File: config.mk
export PLATFORM = sky130hd
export DESIGN_NAME = multi_byte_add_ctrl
export DESIGN_NICKNAME = d
export VERILOG_FILES = /design/src/rtl/add_pkg.sv /design/src/rtl/add8_ci.sv /design/src/rtl/multi_byte_add_ctrl.sv
export SDC_FILE = /design/constraint.sdc
export NUM_CORES = 1
export LEC_CHECK = 0
export CORE_AREA = 2 2 97 99
export CTS_CLUSTER_DIAMETER = 80
export DETAILED_ROUTE_END_ITERATION = 6
export DIE_AREA = 0 0 99 101
export PLACE_DENSITY = 0.85
export SYNTH_ARGS = -nofsm -noshare
export SYNTH_HDL_FRONTEND = slang
export SYNTH_HIERARCHICAL = 1
export SYNTH_SLANG_ARGS = --single-unit
export TNS_END_PERCENT = 5
File: constraint.sdc
create_clock -name clk -period 12.3 [get_ports clk]
set_input_delay 1.845 -clock clk [delete_from_list [all_inputs] [get_ports clk]]
set_output_delay 1.845 -clock clk [all_outputs]
set_load 0.01 [all_outputs]
File: src/rtl/add_pkg.sv
// Shared definitions for the byte-serial wide adder: byte width, controller
// states and the sum-width helper.
package add_pkg;

    localparam int BYTE_W = 8;

    typedef enum logic [1:0] {
        IDLE,
        RUN,
        DONE
    } state_e;

    function automatic int sum_width(input int words);
        return BYTE_W * words + 1;
    endfunction

endpackage

File: src/rtl/add8_ci.sv
// 8-bit ripple-carry adder slice with carry-in and carry-out, built as a chain
// of full-adder cells.
module add8_ci
    import add_pkg::*;
(
    input  logic [BYTE_W-1:0] a_i,
    input  logic [BYTE_W-1:0] b_i,
    input  logic              ci_i,
    output logic [BYTE_W-1:0] s_o,
    output logic              co_o
);

    logic [BYTE_W:0] c;

    assign c[0] = ci_i;

    for (genvar i = 0; i < BYTE_W; i++) begin : g_fa
        assign s_o[i]   = a_i[i] ^ b_i[i] ^ c[i];
        assign c[i+1]   = (a_i[i] & b_i[i]) | (c[i] & (a_i[i] ^ b_i[i]));
    end

    assign co_o = c[BYTE_W];

endmodule

File: src/rtl/multi_byte_add_ctrl.sv
// Byte-serial (WORDS*8)-bit unsigned adder: one shared add8_ci slice, LSB byte
// first, carry registered between bytes; valid/ready on both sides.
//
// state | meaning
// IDLE  | waiting for an operand pair (in_ready high)
// RUN   | adding byte idx, one byte per clock
// DONE  | sum valid, held until out_ready
module multi_byte_add_ctrl
    import add_pkg::*;
#(
    parameter int WORDS = 4
) (
    input  logic                          clk,
    input  logic                          rst,
    input  logic                          in_valid,
    output logic                          in_ready,
    input  logic [BYTE_W*WORDS-1:0]       a,
    input  logic [BYTE_W*WORDS-1:0]       b,
    output logic                          out_valid,
    input  logic                          out_ready,
    output logic [sum_width(WORDS)-1:0]   sum,
    output logic                          busy
);

    localparam int OP_W  = BYTE_W * WORDS;
    localparam int SUM_W = sum_width(WORDS);
    localparam int IDX_W = (WORDS > 1) ? $clog2(WORDS) : 1;
    localparam logic [IDX_W-1:0] LAST_IDX = IDX_W'(WORDS - 1);

    state_e             state_q;
    logic [OP_W-1:0]    a_q;
    logic [OP_W-1:0]    b_q;
    logic [IDX_W-1:0]   idx_q;
    logic               carry_q;
    logic [SUM_W-1:0]   sum_q;
    logic               in_ready_q;
    logic               out_valid_q;
    logic               busy_q;

    logic [BYTE_W-1:0]  a_byte;
    logic [BYTE_W-1:0]  b_byte;
    logic [BYTE_W-1:0]  byte_sum_d;
    logic               carry_d;

    assign a_byte = a_q[BYTE_W*idx_q +: BYTE_W];
    assign b_byte = b_q[BYTE_W*idx_q +: BYTE_W];

    add8_ci u_add8 (
        .a_i  (a_byte),
        .b_i  (b_byte),
        .ci_i (carry_q),
        .s_o  (byte_sum_d),
        .co_o (carry_d)
    );

    // in_ready must drop while reset is held, before the register can follow.
    assign in_ready  = in_ready_q & ~rst;
    assign out_valid = out_valid_q;
    assign sum       = sum_q;
    assign busy      = busy_q;

    always_ff @(posedge clk) begin
        if (rst) begin
            state_q     <= IDLE;
            a_q         <= '0;
            b_q         <= '0;
            idx_q       <= '0;
            carry_q     <= 1'b0;
            sum_q       <= '0;
            in_ready_q  <= 1'b1;
            out_valid_q <= 1'b0;
            busy_q      <= 1'b0;
        end else begin
            case (state_q)
                IDLE: begin
                    if (in_valid && in_ready) begin
                        a_q        <= a;
                        b_q        <= b;
                        idx_q      <= '0;
                        carry_q    <= 1'b0;
                        sum_q      <= '0;
                        in_ready_q <= 1'b0;
                        busy_q     <= 1'b1;
                        state_q    <= RUN;
                    end
                end
                RUN: begin
                    sum_q[BYTE_W*idx_q +: BYTE_W] <= byte_sum_d;
                    carry_q <= carry_d;
                    if (idx_q == LAST_IDX) begin
                        sum_q[SUM_W-1] <= carry_d;
                        idx_q          <= '0;
                        out_valid_q    <= 1'b1;
                        state_q        <= DONE;
                    end else begin
                        idx_q <= idx_q + IDX_W'(1);
                    end
                end
                DONE: begin
                    if (out_ready) begin
                        out_valid_q <= 1'b0;
                        busy_q      <= 1'b0;
                        in_ready_q  <= 1'b1;
                        state_q     <= IDLE;
                    end
                end
                default: begin
                    state_q <= IDLE;
                end
            endcase
        end
    end

endmodule
==> run summary, run 1 <==
The flow ran to the end, and the final reports show no timing, DRC or antenna violations. In this run the cell area of the synthesized design comes to 4770 µm². The reg-to-reg startpoint is idx_q[0]$_SDFFE_PP0P_. The capture endpoint of the worst hold path is sum[27]$_SDFFE_PP0P_. The number of fill cells in the layout came out at a little under 700. After synthesis, the largest family of logic cells by area is multiplexers. The max-slew violation count came to 0. The number of warning messages in the yosys log came out at 6. sky130_fd_sc_hd__dfxtp_1 takes more of the synthesized area than any other cell.

The count of cell types in the netlist came out at 35. Headroom to the max-slew limit came out at ~34%. Routability-driven placement finished with a final weighted congestion of 0.862. The wire length of the first global-routing pass is around 17 mm. The number of buffers inserted during clock tree synthesis is 9. The first detailed-routing pass ran for 4 iterations. The most frequently used flop master after synthesis is sky130_fd_sc_hd__dfxtp_1.

By area the synthesized netlist is led by sky130_fd_sc_hd__dfxtp_1, sky130_fd_sc_hd__mux2_1, sky130_fd_sc_hd__nor2b_1, sky130_fd_sc_hd__mux4_2, sky130_fd_sc_hd__o32ai_1. Clock skew on the completed layout was measured at ~0.0086 ns. No sink is reached through more buffers than the 2 on the longest clock path.

The final setup violation count is 0. The count of mapped cells out of synthesis is 429. At the pin with the least slew margin, the transition time is 0.989 ns. The worst hold path stage count came out at 2. The number of nets in the synthesized netlist is 510. The endpoint identified for the worst register-to-register timing path is sum[15]$_SDFFE_PP0P_. The worst path uses between 40% and 50% of the clock period.

The cell chosen for the clock root is sky130_fd_sc_hd__clkbuf_8. The worst-case hold slack is a little under 0.5 ns. The share of synthesized cell area in and, or, nand and nor gates is between 10 and 15%. At the worst endpoint, the required time is between 10 and 15 ns.

The standby leakage power is between 0.002 and 0.0025 µW. The share of the synthesized area in the top cell type came out at ~44%. The number of buffers inserted for hold repair after clock tree synthesis came out at 0.

The peak supply drop came out at 0.0914 mV. The per-instance average area after synthesis is between 10 and 15 µm². The flip-flop and latch count after synthesis is around 110. The row count came out at 35. Setup repair after global routing left no endpoint under its margin. The initial utilization of the core area, before any placement, comes to 53.1%. The first-iteration detailed-routing DRC count is between 100 and 150. The synthesized netlist devotes between 8 and 9% of its cell area to compound gates. Summing the areas of all fa, ha and maj instances in the mapped netlist gives around 4.7% of the synthesized area.

The final number of hold-violating endpoints is 0. The xor and xnor area share after synthesis came out at 0%. In the final routed layout, each cell accounts on average for around 16 µm.

After detailed routing, the number of remaining DRC violations is 0. The startpoint identified for the worst hold timing path is sum[27]$_SDFFE_PP0P_. The quantity of I/O buffers inserted on ports came out at ~100. The die covers roughly 10000 µm². The share of synthesized area spent on multiplexers came out at 22.7%. The post-detailed-route via-to-cell ratio came out at about 5.5. The number of diodes added for antenna fixing is 0. The count of buffers added by post-CTS timing repair for setup is 0. Pin placement for this block handled roughly 100 I/O pins. The total clock sinks is roughly 110. Detailed routing inserted a total of about 3,500 vias. The aggregate global routing overflow came out at 0. The count of flip-flops with a built-in enable after synthesis came out at 0. After synthesis, the share of flip-flops with an asynchronous set or reset is 0%. The fmax came out at around 200 MHz. Power spread over the standard cell area amounts to approximately 120 nW/µm². After detailed routing, the total wire length is approximately 10 mm.

The number of global-route vias before repair came out at between 3,000 and 4,000. From left edge to right edge, the die measures slightly below 100 µm. The number of antenna violations at the first check in global routing is 0. The clock tree from TritonCTS is yes. The die is ~100 µm tall.

The maximum number of pins on one net before global-route repair is 105. The min-delay analysis places its worst path in the category reg2reg. At the worst endpoint, the arrival time is ~3.2 ns. The final net count is ~600.

STA classifies the critical path endpoint as a primary output. In this run the number of H-tree levels came out at 3. The final sum of negative setup slack is 0 ns.

The total power is slightly above 700 µW. The clock latency on the worst-skew pair is ~0.36 ns. The fraction of layout cells with a size suffix above 1 is roughly a tenth. Counting cells, the worst reg-to-reg path comes to 16.

Global routing used between 20% and 30% of the available tracks. The type of the worst setup path is in2out. The biggest fanout along the worst timing path came out at ~100.

After synthesis, flip-flops and latches occupy 44.1% of the total area. The final antenna-violating net count came out at 0. The post-DP HPWL is about 7.5 mm. The setup slack of the worst register-to-register path is 7.49 ns. The sort of element at the start of the critical path is an input port. Clock-pin slew was measured on the worst setup and hold paths at approximately 0.09 ns. The number of cells upsized or downsized after cts came out at 0. Cells fill between 60% and 70% of the core in the end. The total core area came out at ~9000 µm². The tool flagged a number of max-cap violations equal to 0. The clock period minus worst slack is roughly 5 ns.

The area growth from synthesis to layout is 26.3%.
-- synth_stat cells (all sizes together) (3+ instances only) --
| cell type | n |
|---|---|
| ha | 5 |
| nand2b | 4 |
| o32ai | 30 |
| clkbuf | 10 |
| fa | 8 |
| mux2 | 64 |
| and2b | 4 |
| nand2 | 19 |
| nor2b | 65 |
| buf | 16 |
| nand4 | 3 |
| inv | 42 |
| a21oi | 9 |
| dfxtp | 105 |
| mux4 | 16 |
| nand3 | 3 |
| nor2 | 6 |
| o21ai | 3 |
| o22ai | 3 |
-- cell type report --
cell class | count | area, µm² | share of cell area, %
sequential | 105 | 2100 | 34.9
timing repair buffer | 106 | 1050 | 17.5
clock buffer | 11 | 131 | 2.18
tap | 111 | 139 | 2.31
inverter | 42 | 158 | 2.62
multi-input combinational | 256 | 2360 | 39.2
clock inverter | 5 | 80.1 | 1.33
-- how the worst max path moves through the flow --
stage / cells after the start / startpoint / endpoint
after floorplan: 16 / idx_q[0]$_SDFFE_PP0P_ / sum[31]$_SDFFE_PP0P_
after global placement: 3 / rst / in_ready
after detailed placement: 3 / rst / in_ready
after CTS: 3 / rst / in_ready
after global routing: 3 / rst / in_ready
final: 3 / rst / in_ready
-- routing by layer --
layer	share of wire, %	global-route usage, %	up-vias
li1	-	-	1667
met1	42	25.4	1645
met2	50	37.1	135
met3	5.9	3.88	22
met4	2.3	8.01	0
met5	0	0	-
-- report_power, final --
part	switching (µW)	total [µW]	internal, µW
clock	113	228	115
sequential	11.2	372	360
combinational	55.3	121	65.3
total	180	720	540
-- logic make-up (layout without fill, tap and decap cells) --
logic type,after synthesis,count (layout)
and+or+nand+nor,112,112
DFF,105,105
muxes,80,80
buffers and inverters,68,164
AOI/OAI and AO/OA,51,51
adders and majority gates,13,13
-- metrics by stage --
step           cell area, µm²  setup WS [ns]  cells
6_report                 6020           7.28    636
3_3_place_gp             5810           7.25    620
3_5_place_dp             5810           7.25    620
4_1_cts                  6020           7.25    636
2_1_floorplan            4770           7.71    429
5_1_grt                  6020           7.14    636
-- cell usage in the layout, fill, tap and decap left out, drive strengths merged, types with 2 or more instances in the layout --
cell type	instances
a21oi	9
a22oi	2
and2b	4
buf	4
bufinv	2
clkbuf	11
clkdlybuf4s50	102
clkinvlp	2
dfxtp	105
fa	8
ha	5
inv	42
mux2	64
mux4	16
nand2	19
nand2b	4
nand3	3
nand4	3
nand4bb	2
nor2	6
nor2b	65
nor4b	2
o21ai	3
o22ai	3
o32ai	30
-- critical path, cell delays in order --
cell and delay (ns):
sky130_fd_sc_hd__buf_4 0.70, sky130_fd_sc_hd__nor2b_1 0.10, sky130_fd_sc_hd__clkdlybuf4s50_1 0.51
-- flip-flops by register name, summed over array words and instances, names as in the netlist --
signal and count:
carry_q 1, a_q 32, in_ready_q 1, out_valid 1, b_q 32, busy 1
state_q 2, sum 33, idx_q 2
No activity file was read; power rests on OpenSTA's default activity.
==> run 2: changes to the inputs <==
- CORE_AREA: 2 2 97 99 -> 2 2 100 102
- DIE_AREA: 0 0 99 101 -> 0 0 102 104
- PLACE_DENSITY: 0.85 -> 0.8
- clock period: 12.3 -> 5.05 ns (I/O delays scaled with it)
==> run summary, run 2 (same netlist as run 1, synthesis figures left out) <==
The run finished with clean final reports. The aggregate global routing overflow is 0. The fmax came out at 219 MHz. The wire length of the first global-routing pass came out at roughly 17 mm. On the final layout, the worst clock skew is ~0.0090 ns. Power spread over the standard cell area amounts to ~280 nW/µm². The number of buffers on the longest clock path is 2.

The worst-case headroom to the max-slew limit is 31.1%. Pin placement for this block handled approximately 100 I/O pins. Among all stages on the critical path, the largest delay is contributed by sky130_fd_sc_hd__mux4_2. The placed instance area came out at between 5000 and 6000 µm².

The total via count in the routed design came out at roughly 3,400. The placed instance count came out at around 640. The number of global-route vias before repair is between 3,000 and 4,000. The tree built by TritonCTS fans out to roughly 110 sinks. The signal arrival time at the worst endpoint is roughly 4.8 ns.

In this design, the stage delay of the slowest critical-path cell is 0.54 ns. The die span in y came out at around 100 µm. The final net count is approximately 600. The total of max-cap violations is 0. Using the TritonRoute via totals, the vias-per-cell ratio works out to roughly 5.2.

The max-slew violation count is 0. Setup violations remaining at the end of the flow were counted as 0. The cell family contributing the most delay on the critical path is adder cells. The required arrival time at the worst endpoint came out at between 5 and 6 ns. At the end of routability-driven placement, the weighted congestion stood at about 0.83. The most numerous cell type found on the critical path is sky130_fd_sc_hd__fa_1. The final antenna-violating net count came out at 0. The number of buffers inserted for hold repair after clock tree synthesis is 0. The clock period minus worst slack is between 4 and 5 ns.

The final number of hold-violating endpoints was 0. The biggest fanout along the worst timing path is 4. The number of diodes added for antenna fixing is 0. Setup repair after global routing left no endpoint under its margin.

In the global route stage, overall resource usage came out at slightly above 20%. The actual slew at the worst max-slew pin came out at between 1 and 1.5 ns. In the final routed layout, each cell accounts on average for 15.8 µm.

CTS built an H-tree with a depth of 3. The number of antenna violations at the first check in global routing is 0. STA classifies the critical path endpoint as a flop.

The clock transition at the registers of the reported paths is approximately 0.1 ns. The number of non-filler instances in the completed layout came out at 658. The final clock period utilization by the worst path is between 90 and 100%. The first-iteration detailed-routing DRC count came out at ~120.

Entering global routing, the biggest net connects around 110 pins. Walking the worst path, the cells encountered are mux4_2, fa_1, inv_1, fa_1, inv_1, fa_1, fa_1, fa_1, fa_1, fa_1, inv_1, fa_1, inv_1, nand2_1, o32ai_1. The tree is rooted in a sky130_fd_sc_hd__clkbuf_8. The count of buffers added by post-CTS timing repair for setup came out at 0. The number of cells upsized or downsized after cts came out at 0. The peak supply drop is 0.152 mV. The min-delay analysis places its worst path in the category reg2reg. The number of flip-flops in the largest register came out at 33. The fraction of layout cells with a size suffix above 1 came out at roughly a tenth. The minimum setup slack after placement came out at approximately 0.52 ns. The setup slack after layout came out at about 0.48 ns. The area enclosed by the die boundary came out at between 10,000 and 15,000 µm². Summing all non-filler instances in the final layout gives an area of about 6100 µm². The standby leakage power came out at approximately 0.0023 µW. Counting both buffers and inverters, the worst setup path holds a total of 4. The clock latency on the worst-skew pair is approximately 0.36 ns. The most common cell after layout, fill and taps aside is sky130_fd_sc_hd__dfxtp_1. The final sum of negative setup slack is 0 ns. The area growth from synthesis to layout came out at 26.9%. The type of the worst setup path is reg2reg. The first detailed-routing pass ran for 4 iterations. The clock tree from TritonCTS is yes. The worst setup path is launched from a flop. The post-DP HPWL came out at 7.56 mm. Once the floorplan was initialized, standard cells occupied 49.9% of the core. The horizontal die dimension came out at ~100 µm. The number of DRC violations after detailed routing is 0. The aggregate routed wire length is 10.4 mm. The quantity of I/O buffers inserted on ports is a little over 100. In this run the standard cell core region covers 9550 µm².

The library cells used most frequently in the layout, excluding fill and tap cells, are sky130_fd_sc_hd__dfxtp_1, sky130_fd_sc_hd__clkdlybuf4s50_1, sky130_fd_sc_hd__nor2b_1. The row count is 36. The number of buffers inserted during clock tree synthesis came out at 9.
==> run 2: metal layers <==
metal | share of wire [%] | wire length, µm | global-route usage, % | up-vias
li1 | - | - | - | 1679
met1 | 47 | 4870 | 28.2 | 1612
met2 | 47 | 4940 | 32.6 | 98
met3 | 4.9 | 513 | 4.64 | 9
met4 | 0.88 | 92 | 5.43 | 0
met5 | 0 | 0 | 0 | -
==> run 2: path summary, 6_finish.rpt <==
| kind | start | end | slack, ns | cells after the start |
|---|---|---|---|---|
| max reg2reg | idx_q[0]$_SDFFE_PP0P_ | sum[31]$_SDFFE_PP0P_ | 0.48 | 15 |
| max | idx_q[0]$_SDFFE_PP0P_ | sum[31]$_SDFFE_PP0P_ | 0.48 | 15 |
| min | sum[29]$_SDFFE_PP0P_ | sum[29]$_SDFFE_PP0P_ | 0.48 | 2 |
| min reg2reg | sum[29]$_SDFFE_PP0P_ | sum[29]$_SDFFE_PP0P_ | 0.48 | 2 |
==> run 2: cell type report <==
type,instances,area (µm²)
fillers,769,3500
multi-input cells,256,2360
flip-flops and latches,105,2100
repair buffers,107,1070
well taps,133,166
inverters,42,158
clock buffers,10,138
clock inverters,5,56.3
==> run 2: power breakdown <==
part | internal (µW) | leakage, µW | switching, µW
sequential | 878 | 0.000856 | 29.3
clock | 239 | 0.0000981 | 278
combinational | 162 | 0.00132 | 133
total | 1280 | 0.00227 | 440
==> run 2: through the flow <==
stage | hold slack (ns) | power, µW | util, %
6_report | 0.479 | 1720 | 63.4
5_1_grt | 0.506 | 1800 | 63.4
4_1_cts | 0.483 | 1730 | 63.4
3_5_place_dp | 0.469 | 1220 | 61.3
3_3_place_gp | 0.467 | 1210 | 61.3
2_1_floorplan | 0.457 | 1110 | -
==> run 2: worst min-delay path: cells and delay by family (launching register included) <==
family | cells | cell delay (ns)
buf+inv | 1 | 0.04
compound gates | 1 | 0.07
flops | 1 | 0.32
